## config.mk

```make
export PLATFORM = sky130hd
export DESIGN_NAME = symbol_sprite_drawer
export DESIGN_NICKNAME = d
export VERILOG_FILES = /design/src/rtl/symbol_sprite_drawer_pkg.sv /design/src/rtl/symbol_rom.sv /design/src/rtl/symbol_sprite_drawer.sv
export SDC_FILE = /design/constraint.sdc
export NUM_CORES = 1
export LEC_CHECK = 0
export CAP_MARGIN = 10
export CORE_MARGIN = 2
export CORE_UTILIZATION = 40
export CTS_CLUSTER_SIZE = 28
export DETAILED_ROUTE_END_ITERATION = 7
export GPL_TIMING_DRIVEN = 0
export PLACE_DENSITY = 0.66
export RECOVER_POWER = 50
export SLEW_MARGIN = 20
export SYNTH_ARGS = -nofsm -noshare
export SYNTH_HDL_FRONTEND = slang
export SYNTH_SLANG_ARGS = --single-unit
```

## constraint.sdc

```tcl
create_clock -name clk -period 3.27 [get_ports clk]
set_input_delay 0.327 -clock clk [delete_from_list [all_inputs] [get_ports clk]]
set_output_delay 0.327 -clock clk [all_outputs]
set_load 0.01 [all_outputs]
```

## src/rtl/symbol_sprite_drawer_pkg.sv

```systemverilog
// Shared definitions for the symbol sprite drawer.
// Holds the screen size, the symbol id encodings, the FSM state encoding
// and the symbol colour lookup.
package symbol_sprite_drawer_pkg;

  localparam int SCREEN_W = 160;
  localparam int SCREEN_H = 120;

  typedef enum logic [1:0] {
    SYM_SQUARE = 2'd0,
    SYM_CROSS  = 2'd1,
    SYM_BORDER = 2'd2,
    SYM_PLUS   = 2'd3
  } sym_id_e;

  typedef enum logic [1:0] {
    ST_IDLE = 2'd0,
    ST_DRAW = 2'd1,
    ST_DONE = 2'd2
  } state_e;

  // Foreground colour for each symbol.
  function automatic logic [2:0] sym_colour(input logic [1:0] id);
    logic [2:0] c;
    case (sym_id_e'(id))
      SYM_SQUARE: c = 3'b100;
      SYM_CROSS:  c = 3'b010;
      SYM_BORDER: c = 3'b001;
      SYM_PLUS:   c = 3'b110;
      default:    c = 3'b000;
    endcase
    return c;
  endfunction

endpackage

```

## src/rtl/symbol_rom.sv

```systemverilog
// Combinational symbol pattern lookup.
// Ports: i_sym_id (symbol select), i_row / i_col (pixel within the symbol),
//        o_bit (1 = foreground pixel).
// Patterns: id0 filled square, id1 diagonal cross, id2 hollow border,
//           id3 plus sign through row SYM_H/2 and column SYM_W/2.
module symbol_rom
  import symbol_sprite_drawer_pkg::*;
#(
  parameter int SYM_W = 8,
  parameter int SYM_H = 8,
  parameter int RW    = 3,
  parameter int CW    = 3
) (
  input  logic [1:0]    i_sym_id,
  input  logic [RW-1:0] i_row,
  input  logic [CW-1:0] i_col,
  output logic          o_bit
);

  logic [15:0] w_r;
  logic [15:0] w_c;

  assign w_r = 16'(i_row);
  assign w_c = 16'(i_col);

  // Pattern bit for the selected symbol at (row, col).
  always_comb begin
    o_bit = 1'b0;
    case (sym_id_e'(i_sym_id))
      SYM_SQUARE: o_bit = 1'b1;
      SYM_CROSS:  o_bit = (w_r == w_c) || ((w_r + w_c) == 16'(SYM_W - 1));
      SYM_BORDER: o_bit = (w_r == 16'd0) || (w_r == 16'(SYM_H - 1)) ||
                          (w_c == 16'd0) || (w_c == 16'(SYM_W - 1));
      SYM_PLUS:   o_bit = (w_r == 16'(SYM_H / 2)) || (w_c == 16'(SYM_W / 2));
      default:    o_bit = 1'b0;
    endcase
  end

endmodule

```

## src/rtl/symbol_sprite_drawer.sv

```systemverilog
// Draws one SYM_W x SYM_H symbol at a screen origin, one pixel per clock.
// Ports: clk, reset_n (async active-low); start/x_org/y_org/sym_id/transparent
//        request a draw (sampled in IDLE only); x/y/colour/plot present one
//        registered pixel per cycle; busy is high while pixels are presented,
//        done pulses for one cycle after the last pixel.
// Pixel 0 is computed straight from the request inputs on the accepting edge
// so it appears one cycle after acceptance; later pixels use the latched copy.
module symbol_sprite_drawer
  import symbol_sprite_drawer_pkg::*;
#(
  parameter int         SYM_W     = 8,
  parameter int         SYM_H     = 8,
  parameter logic [2:0] BG_COLOUR = 3'b111
) (
  input  logic       clk,
  input  logic       reset_n,
  input  logic       start,
  input  logic [7:0] x_org,
  input  logic [6:0] y_org,
  input  logic [1:0] sym_id,
  input  logic       transparent,
  output logic [7:0] x,
  output logic [6:0] y,
  output logic [2:0] colour,
  output logic       plot,
  output logic       busy,
  output logic       done
);

  localparam int RW = (SYM_H > 1) ? $clog2(SYM_H) : 1;
  localparam int CW = (SYM_W > 1) ? $clog2(SYM_W) : 1;

  state_e        r_state;
  logic [7:0]    r_x_org;
  logic [6:0]    r_y_org;
  logic [1:0]    r_sym_id;
  logic          r_transp;
  logic [RW-1:0] r_row;
  logic [CW-1:0] r_col;
  logic          r_last;
  logic [7:0]    r_x;
  logic [6:0]    r_y;
  logic [2:0]    r_colour;
  logic          r_plot;
  logic          r_busy;
  logic          r_done;

  logic [7:0]    w_src_x;
  logic [6:0]    w_src_y;
  logic [1:0]    w_src_id;
  logic          w_src_transp;
  logic [RW-1:0] w_src_row;
  logic [CW-1:0] w_src_col;
  logic [8:0]    w_px;
  logic [7:0]    w_py;
  logic          w_clip;
  logic          w_bit;
  logic          w_pix_plot;
  logic [2:0]    w_pix_colour;
  logic          w_col_last;
  logic          w_row_last;
  logic [RW-1:0] w_next_row;
  logic [CW-1:0] w_next_col;

  // In IDLE the pixel source is the live request (pixel 0); while drawing it is the latched request.
  always_comb begin
    if (r_state == ST_DRAW) begin
      w_src_x      = r_x_org;
      w_src_y      = r_y_org;
      w_src_id     = r_sym_id;
      w_src_transp = r_transp;
      w_src_row    = r_row;
      w_src_col    = r_col;
    end else begin
      w_src_x      = x_org;
      w_src_y      = y_org;
      w_src_id     = sym_id;
      w_src_transp = transparent;
      w_src_row    = {RW{1'b0}};
      w_src_col    = {CW{1'b0}};
    end
  end

  symbol_rom #(
    .SYM_W (SYM_W),
    .SYM_H (SYM_H),
    .RW    (RW),
    .CW    (CW)
  ) u_rom (
    .i_sym_id (w_src_id),
    .i_row    (w_src_row),
    .i_col    (w_src_col),
    .o_bit    (w_bit)
  );

  // Coordinates are widened by one bit so an off-screen sum cannot wrap back on screen.
  assign w_px   = {1'b0, w_src_x} + 9'(w_src_col);
  assign w_py   = {1'b0, w_src_y} + 8'(w_src_row);
  assign w_clip = w_px[8] || (w_px[7:0] > 8'(SCREEN_W - 1)) ||
                  w_py[7] || (w_py[6:0] > 7'(SCREEN_H - 1));

  assign w_pix_plot   = !w_clip && (w_bit || !w_src_transp);
  assign w_pix_colour = w_bit ? sym_colour(w_src_id) : BG_COLOUR;

  assign w_col_last = (w_src_col == CW'(SYM_W - 1));
  assign w_row_last = (w_src_row == RW'(SYM_H - 1));

  // Row-major scan with column fastest.
  always_comb begin
    if (w_col_last) begin
      w_next_col = {CW{1'b0}};
      w_next_row = w_row_last ? {RW{1'b0}} : (w_src_row + RW'(1));
    end else begin
      w_next_col = w_src_col + CW'(1);
      w_next_row = w_src_row;
    end
  end

  // Draw FSM with counters and registered pixel outputs.
  always_ff @(posedge clk or negedge reset_n) begin
    if (!reset_n) begin
      r_state  <= ST_IDLE;
      r_x_org  <= 8'd0;
      r_y_org  <= 7'd0;
      r_sym_id <= 2'd0;
      r_transp <= 1'b0;
      r_row    <= {RW{1'b0}};
      r_col    <= {CW{1'b0}};
      r_last   <= 1'b0;
      r_x      <= 8'd0;
      r_y      <= 7'd0;
      r_colour <= 3'd0;
      r_plot   <= 1'b0;
      r_busy   <= 1'b0;
      r_done   <= 1'b0;
    end else begin
      case (r_state)
        ST_IDLE: begin
          r_plot <= 1'b0;
          r_done <= 1'b0;
          if (start) begin
            r_x_org  <= x_org;
            r_y_org  <= y_org;
            r_sym_id <= sym_id;
            r_transp <= transparent;
            r_x      <= w_px[7:0];
            r_y      <= w_py[6:0];
            r_colour <= w_pix_colour;
            r_plot   <= w_pix_plot;
            r_row    <= w_next_row;
            r_col    <= w_next_col;
            r_last   <= w_col_last && w_row_last;
            r_busy   <= 1'b1;
            r_state  <= ST_DRAW;
          end
        end
        ST_DRAW: begin
          // r_last marks that the final pixel is already on the outputs.
          if (r_last) begin
            r_plot  <= 1'b0;
            r_busy  <= 1'b0;
            r_done  <= 1'b1;
            r_row   <= {RW{1'b0}};
            r_col   <= {CW{1'b0}};
            r_last  <= 1'b0;
            r_state <= ST_DONE;
          end else begin
            r_x      <= w_px[7:0];
            r_y      <= w_py[6:0];
            r_colour <= w_pix_colour;
            r_plot   <= w_pix_plot;
            r_row    <= w_next_row;
            r_col    <= w_next_col;
            r_last   <= w_col_last && w_row_last;
          end
        end
        ST_DONE: begin
          r_done  <= 1'b0;
          r_plot  <= 1'b0;
          r_state <= ST_IDLE;
        end
        default: begin
          r_plot  <= 1'b0;
          r_busy  <= 1'b0;
          r_done  <= 1'b0;
          r_state <= ST_IDLE;
        end
      endcase
    end
  end

  assign x      = r_x;
  assign y      = r_y;
  assign colour = r_colour;
  assign plot   = r_plot;
  assign busy   = r_busy;
  assign done   = r_done;

endmodule

```

==> run metrics, run 1 <==
Synth Instances 282; Total Power approximately 0.0012 W; Total Routing Usage GR 17.7%; io pins 42; post-synthesis simple-gate area fraction 16.4%; WHS 405 ps; relative slew slack -5.83%; TritonCTS clock tree done; drt initial violations 87; final setup violation count 0; largest net degree at the start of global routing 31; ratio of cells with drive above 1 in the final layout around a tenth; worst vdd ir between 0.0002 and 0.0003 V; placed instance count just over 400; TritonCTS Buffers 5; CP arrival around 3200 ps; Final Core Density between 50% and 60%; non-filler cells, final 410; Placeable Area between 6000 and 7000 um2; logic gate share of total power 12.6%; fin crit share 90.7%; CP Class reg2reg; most frequent cells in the layout nand2_1 (52), dfrtp_1 (48), clkdlybuf4s50_1 (33); actual slew at the worst max-slew pin 1590 ps; Tmin final approximately 3000 ps; CTS root buf clkbuf_8; number of global-route vias before repair around 2200; NetSw 0.000290 W; Final ANT Viol Nets 0; Worst Setup End Kind register; R2R depth 13; initial antenna violation count 0; multiplexer share of the synthesized area about an eighth; Via Count ~2200; Max Clk Rate 337 MHz; clock network power share about a third; Power Dens Cells about 340 nW/um2; largest family of logic cells by synthesized area simple AND/OR/NAND/NOR gates; clock-pin slew on the worst setup and hold paths approximately 90 ps; NumNets Final about 370; Post-Synth XOR/XNOR Area around 4.4%; Hold Crit Class in2async; final routed DRC violation total 0; Synth Cell Area ~2800 um2; setup ws final between 300 and 400 ps; met2 usage just under 30%; Worst Path Max Fanout 19; Pleak ~1.6 nW; grt ovf 0; outcome finished with violations; post-synthesis adder-cell area fraction 9.05%; startpoint types register; RSZ-0062 raised after global routing false; vias per std cell 5.28; number of fill cells around 660; global-route wire length before repair ~11000 um; Async SR Flop Fraction 100%; Initial Utilization about 41%; Synth Register Bits between 40 and 50; H-Tree Depth 2; diodes inserted 0; DRT Wirelength approximately 6300 um; global routing usage on met1 between 20% and 30%; Clock Latency Late Sink slightly above 300 ps; Avg WL per Cell 15.4 um; number of max-cap violations 1; maximum root-to-sink buffer count 2; post-synthesis sequential area ratio a little over two fifths; sw frac ~25%; P_int about 0.00087 W; Yosys cell types 48; dpl ws -85.6 ps; global routing usage on met3 3.11%; Synth Area in Compound Gates between 10% and 20%; clk sinks between 40 and 50; Die Span Y approximately 88 um; Slew Viols, Final 31; commonest non-fill, non-tap cell in the layout nand2_1; Fin. Hold Viols 0; gr busiest metal met2; Crit path required time about 3500 ps; Syn. warnings 0; postcts setup bufs 0; Mapped Avg Cell Area ~9.9 um2; std cell rows 30; failing checks max-capacitance violations, max-slew violations; Clock Skew between 9 and 10 ps; DRT Pass-1 Iters 4; IO buf count 41; GPL Wtd Cong 0.829; main flop type after synthesis dfrtp_1; die area around 7700 um2; syn nets 321; Post-synth EDFFs 0; Seq pwr share a little over half; Post-DP HPWL roughly 4700 um; Die W 87.5 um; Syn-to-layout area delta 21.6%
[cell usage after synthesis, types with 5 or more instances]
library cell | number | area share, %
mux2_2 | 19 | 7.7
and2_1 | 6 | 1.3
o21ai_0 | 13 | 2.3
nand2_1 | 52 | 7.0
inv_1 | 10 | 1.3
a21oi_1 | 7 | 1.3
xnor2_1 | 7 | 2.2
ha_1 | 17 | 7.6
clkbuf_1 | 5 | 0.67
nor3_1 | 7 | 1.3
nor2_1 | 16 | 2.2
dfrtp_1 | 48 | 43
xor2_1 | 7 | 2.2
and3_1 | 5 | 1.1
mux2i_1 | 12 | 4.3
[worst paths after layout]
check,startpoint,end,slack (ps)
max,r_state[1],plot,310
min,reset_n,x[0],400
max reg2reg,r_state[1],plot,310
min reg2reg,x[2],x[2],480
max in group asynchronous,reset_n,r_y_org[6],1170
min in group clk,x[2],x[2],480
[per-stage QoR]
| stage | instance area (um2) | setup TNS, ps |
|---|---|---|
| 2_1_floorplan | 2790 | 0 |
| 3_3_place_gp | 3300 | -71.7 |
| 3_5_place_dp | 3320 | -85.6 |
| 4_1_cts | 3410 | 0 |
| 5_1_grt | 3390 | 0 |
| 6_report | 3390 | 0 |
[critical path: stages, from the launching register on]
cell and delay, ps:
dfrtp_1 450, nor2b_1 130, buf_4 190, buf_6 210, nand2_1 120, inv_1 130
ha_1 200, inv_1 60, fa_1 400, nor2b_1 190, or2_0 130, a2111oi_1 80
nor4_1 350, o221a_1 250
[state kept, by name, summed over array words and instances, names as in the netlist, 2 cells and up]
signal / count
y: 7
r_col: 3
x: 8
r_y_org: 7
r_x_org: 8
colour: 3
r_state: 2
r_sym_id: 2
r_row: 3
[cell families (layout without fill, tap and decap cells)]
kind of cell,after synthesis,count (layout)
xor+xnor,14,14
compound gates,45,45
mux,31,31
fa+ha+maj,20,20
simple gates,101,101
buf+inv,23,71
flops,48,48
[power by group through the flow]
stage / Sequential, W / Clock, W / Combinational (W)
after floorplan: 0.000656 / 0 / 0.0000547
after global placement: 0.000649 / 0 / 0.000148
after detailed placement: 0.000649 / 0 / 0.000154
after CTS: 0.000637 / 0.000393 / 0.000155
after global routing: 0.000641 / 0.000409 / 0.000163
final: 0.000637 / 0.000380 / 0.000146
[metal layers]
metal  routed length, um  up-vias  share of wire [%]
li1                    -     1067                  -
met1                3080     1041                 49
met2                2880       49                 46
met3                 281        6                4.5
met4                  55        0               0.87
met5                   0        -                  0
[what timing repair did]
action / 4_1_cts / 5_1_grt
hold buffers: 0 / 0
pin swaps: 0 / 1
resized for setup: 0 / 4
setup endpoints to repair: 1 / 1
[final cells by class]
class | count | area, um2 | area share, %
plain buffers | 11 | 73.8 | 2.18
clock buffers | 7 | 86.3 | 2.54
clock inverters | 1 | 7.51 | 0.221
inverters | 10 | 37.5 | 1.11
multi-input cells | 211 | 1480 | 43.6
flip-flops and latches | 48 | 1200 | 35.4
well taps | 80 | 100 | 2.95
repair buffers | 42 | 408 | 12.0
Power figures use the tool's default switching activity.
==> run 2, diff against run 1 <==
--- a/config.mk
+++ b/config.mk
@@ -5,13 +5,14 @@
 export SDC_FILE = /design/constraint.sdc
 export NUM_CORES = 1
 export LEC_CHECK = 0
+export ABC_AREA = 1
 export CAP_MARGIN = 10
 export CORE_MARGIN = 2
-export CORE_UTILIZATION = 40
+export CORE_UTILIZATION = 55
 export CTS_CLUSTER_SIZE = 28
 export DETAILED_ROUTE_END_ITERATION = 7
 export GPL_TIMING_DRIVEN = 0
-export PLACE_DENSITY = 0.66
+export PLACE_DENSITY = 0.84
 export RECOVER_POWER = 50
 export SLEW_MARGIN = 20
 export SYNTH_ARGS = -nofsm -noshare
==> run 2 against run 1 <==
The run now ends clean. Register-to-register slack is essentially flat. Sequential power grew 49%. Cell area grew 5.3%. Die area shrank 22%. Sequential cell count is the same. Setup slack gained 9.5 ps. Clock power shrank 1%. Largest power group is now combinational logic.
==> run metrics, run 2 <==
drt initial violations 191 (was 87); Synth Cell Area 2960 um2 (was 2790 um2); final routed DRC violation total 0 (unchanged); startpoint types register (unchanged); count leader, synth nand2_1 (unchanged); Pleak 1.84 nW (was 1.56 nW); DRT Pass-1 Iters 4 (unchanged); hold_sp y[0]; number of max-cap violations 0 (was 1); post-route cell area 3570 um2 (was 3390 um2); Die W 77.4 um (was 87.5 um); hold path depth 2; largest net degree at the start of global routing 31 (unchanged); logic gate share of total power 51.4% (was 12.6%); Die Span Y 77.4 um (was 87.5 um); Avg WL per Cell 13.5 um (was 15.4 um); area share of the largest cell type after synthesis 40.6% (was 43.0%); number of global-route vias before repair 2555 (was 2172); sw frac 41.0% (was 24.9%); Hold EP y[0]; RSZ-0062 raised after global routing false (unchanged); Worst Setup End Kind register (unchanged); Worst Path Max Fanout 10 (was 19); most frequent cells in the layout nand2_1 (105), inv_1 (55), dfrtp_1 (48) (was nand2_1 (52), dfrtp_1 (48), clkdlybuf4s50_1 (33)); DRT Wirelength 6870 um (was 6300 um); Tmin final 2960 ps (about the same); worst reg2reg startpoint r_state[1] (unchanged); Crit path required time 3510 ps (about the same); std cell rows 26 (was 30); Syn. warnings 0 (unchanged); io pins 42 (unchanged); Mapped Avg Cell Area 7.63 um2 (was 9.90 um2); Cell Chain, Critical Path inv_2 > nand2_8 > buf_2 > buf_2 > nor2_4 > ha_1 > inv_1 > fa_1 > inv_1 > a21oi_1 > nor2_2 > nand3_1 > nand2_1 > nand2_1 > nand3_1 > nand2_1 > nor2_1 > nand2_1 > nor2_1 (was nor2b_1 > buf_4 > buf_6 > nand2_1 > inv_1 > ha_1 > inv_1 > fa_1 > nor2b_1 > or2_0 > a2111oi_1 > nor4_1 > o221a_1); Initial Utilization 57.6% (was 41.3%); most used cell, CP nand2_1; IO buf count 41 (unchanged); Clock Skew 3.22 ps (was 9.32 ps); global-route wire length before repair 11900 um (was 10600 um); Seq pwr share 34.8% (was 54.7%); NumNets Final 476 (was 368); Power Dens Cells 761 nW/um2 (was 343 nW/um2); Max Clk Rate 338 MHz (was 337 MHz); gr busiest metal met2 (unchanged); clock-pin slew on the worst setup and hold paths 90 ps (about the same); Clock Latency Late Sink 310 ps (about the same); Post-synth top cells nand2_1 (105), inv_1 (55), dfrtp_1 (48) (was nand2_1 (52), dfrtp_1 (48), mux2_2 (19)); H-Tree Depth 2 (unchanged); CP Class reg2reg (unchanged); Hold Crit Class reg2reg (was in2async); CP peak stage delay 440 ps (was 450 ps); Setup TNS 0 ps (unchanged); P_int 0.00160 W (was 0.000874 W); TritonCTS Buffers 5 (unchanged); R2R depth 19 (was 13); slowest CP cell dfrtp_1 (unchanged); worst reg2reg setup slack 310 ps (about the same); NetSw 0.00112 W (was 0.000290 W); ratio of cells with drive above 1 in the final layout 9.13% (was 10.3%); placed cell area 3470 um2 (was 3320 um2); syn nets 427 (was 321); commonest non-fill, non-tap cell in the layout nand2_1 (unchanged); global routing usage on met1 33.9% (was 24.6%); Async SR Flop Fraction 100% (unchanged); global routing usage on met3 3.72% (was 3.11%); Synth Register Bits 48 (unchanged); Via Count 2678 (was 2163); relative slew slack 10.6% (was -5.83%); CP bufs+invs 5 (was 4); clock network power share 13.8% (was 32.7%); CTS root buf clkbuf_8 (unchanged); main flop type after synthesis dfrtp_1 (unchanged); top cells by area, synth dfrtp_1 (41%), nand2_1 (13%), ha_1 (7.2%) (was dfrtp_1 (43%), mux2_2 (7.7%), ha_1 (7.6%)); Yosys cell types 37 (was 48); Reg-to-Reg End plot (unchanged); Post-synth EDFFs 0 (unchanged); die area 5990 um2 (was 7660 um2); Placeable Area 5140 um2 (was 6760 um2); worst vdd ir 0.000335 V (was 0.000255 V); Slew Viols, Final 0 (was 31); Fin. Hold Viols 0 (unchanged); met2 usage 41.9% (was 28.9%); Syn-to-layout area delta 20.7% (was 21.6%); post-synthesis sequential area ratio 40.6% (was 43.0%); clk sinks 48 (unchanged); initial antenna violation count 0 (unchanged); vias per std cell 5.27 (was 5.28); Synth Instances 388 (was 282); WHS 477 ps (was 405 ps); grt ovf 0 (unchanged); Crit path max-delay family simple AND/OR/NAND/NOR gates (unchanged); Final ANT Viol Nets 0 (unchanged); diodes inserted 0 (unchanged); Post-DP HPWL 5290 um (was 4670 um); fin crit share 90.4% (was 90.7%); maximum root-to-sink buffer count 2 (unchanged); Final Core Density 69.5% (was 50.2%); non-filler cells, final 508 (was 410); GPL Wtd Cong 0.882 (was 0.829); cell accounting for the most synthesized area dfrtp_1 (unchanged); CP arrival 3200 ps (was 3210 ps); TritonCTS clock tree done (unchanged); Total Routing Usage GR 25.1% (was 17.7%); placed instance count 500 (was 404); outcome completed (was finished with violations); actual slew at the worst max-slew pin 1340 ps (was 1590 ps); final setup violation count 0 (unchanged)
-- run 2: timing repair --
| action | 4_1_cts | 5_1_grt |
|---|---|---|
| resized for setup | 0 | 4 |
| hold endpoints to repair | 18 | 0 |
| setup endpoints to repair | 0 | 1 |
| setup buffers | 0 | 0 |
| hold buffers | 1 | 0 |
-- run 2: cell families (layout without fill, tap and decap cells) --
kind of cell             after synthesis  after routing  synth area share, %
multiplexers                           1              1                0.380
AND/OR/NAND/NOR                      170            170                 25.6
buffers and inverters                 71            121                 10.3
adder cells (fa/ha/maj)               18             18                 7.86
flip-flops                            48             48                 40.6
AO/OA/AOI/OAI                         77             77                 14.4
XOR/XNOR                               3              3                0.888
-- run 2: area by class of cell --
type	instances	area, um2
plain buffers	13	85.1
clock buffers	8	90.1
fillers	470	1570
inverters	57	216
multi-input cells	269	1470
flip-flops and latches	48	1200
well taps	70	87.6
repair buffers	43	427
-- run 2: worst max path at each step --
stage                     from    to  slack [ps]  depth (start not counted)
detailed placement  r_state[1]  plot          90                         19
global route        r_state[1]  plot          20                         19
CTS                 r_state[1]  plot          60                         19
global placement    r_state[1]  plot         190                         19
finish              r_state[1]  plot         310                         19
floorplan           r_state[1]  plot         590                         19
-- run 2: power by group through the flow --
stage               registers, W  logic, W  clock network [W]
global placement        0.000946   0.00133                  0
global route            0.000975   0.00157           0.000412
finish                  0.000947   0.00140           0.000375
floorplan               0.000991  0.000845                  0
detailed placement      0.000958   0.00138                  0
CTS                     0.000948   0.00139           0.000375
-- run 2: worst reg2reg max path, delay by kind of cell, from the launching register on --
family	cells	cell delay, ps
AO/OA/AOI/OAI	1	80
flip-flops	1	440
buffers and inverters	5	730
AND/OR/NAND/NOR	11	1010
adder cells (fa/ha/maj)	2	630
-- run 2: metrics by stage --
stage	setup slack (ps)	power [W]
floorplan	592	0.00184
global placement	192	0.00228
detailed placement	94.8	0.00234
CTS	62.6	0.00272
global route	17.6	0.00296
finish	315	0.00272
-- run 2: layer usage --
layer  up-vias  part of all wire (%)
met3        12                   4.7
met4         0                   1.3
met2        71                    50
met1      1258                    44
met5         -                     0
li1       1337                     -
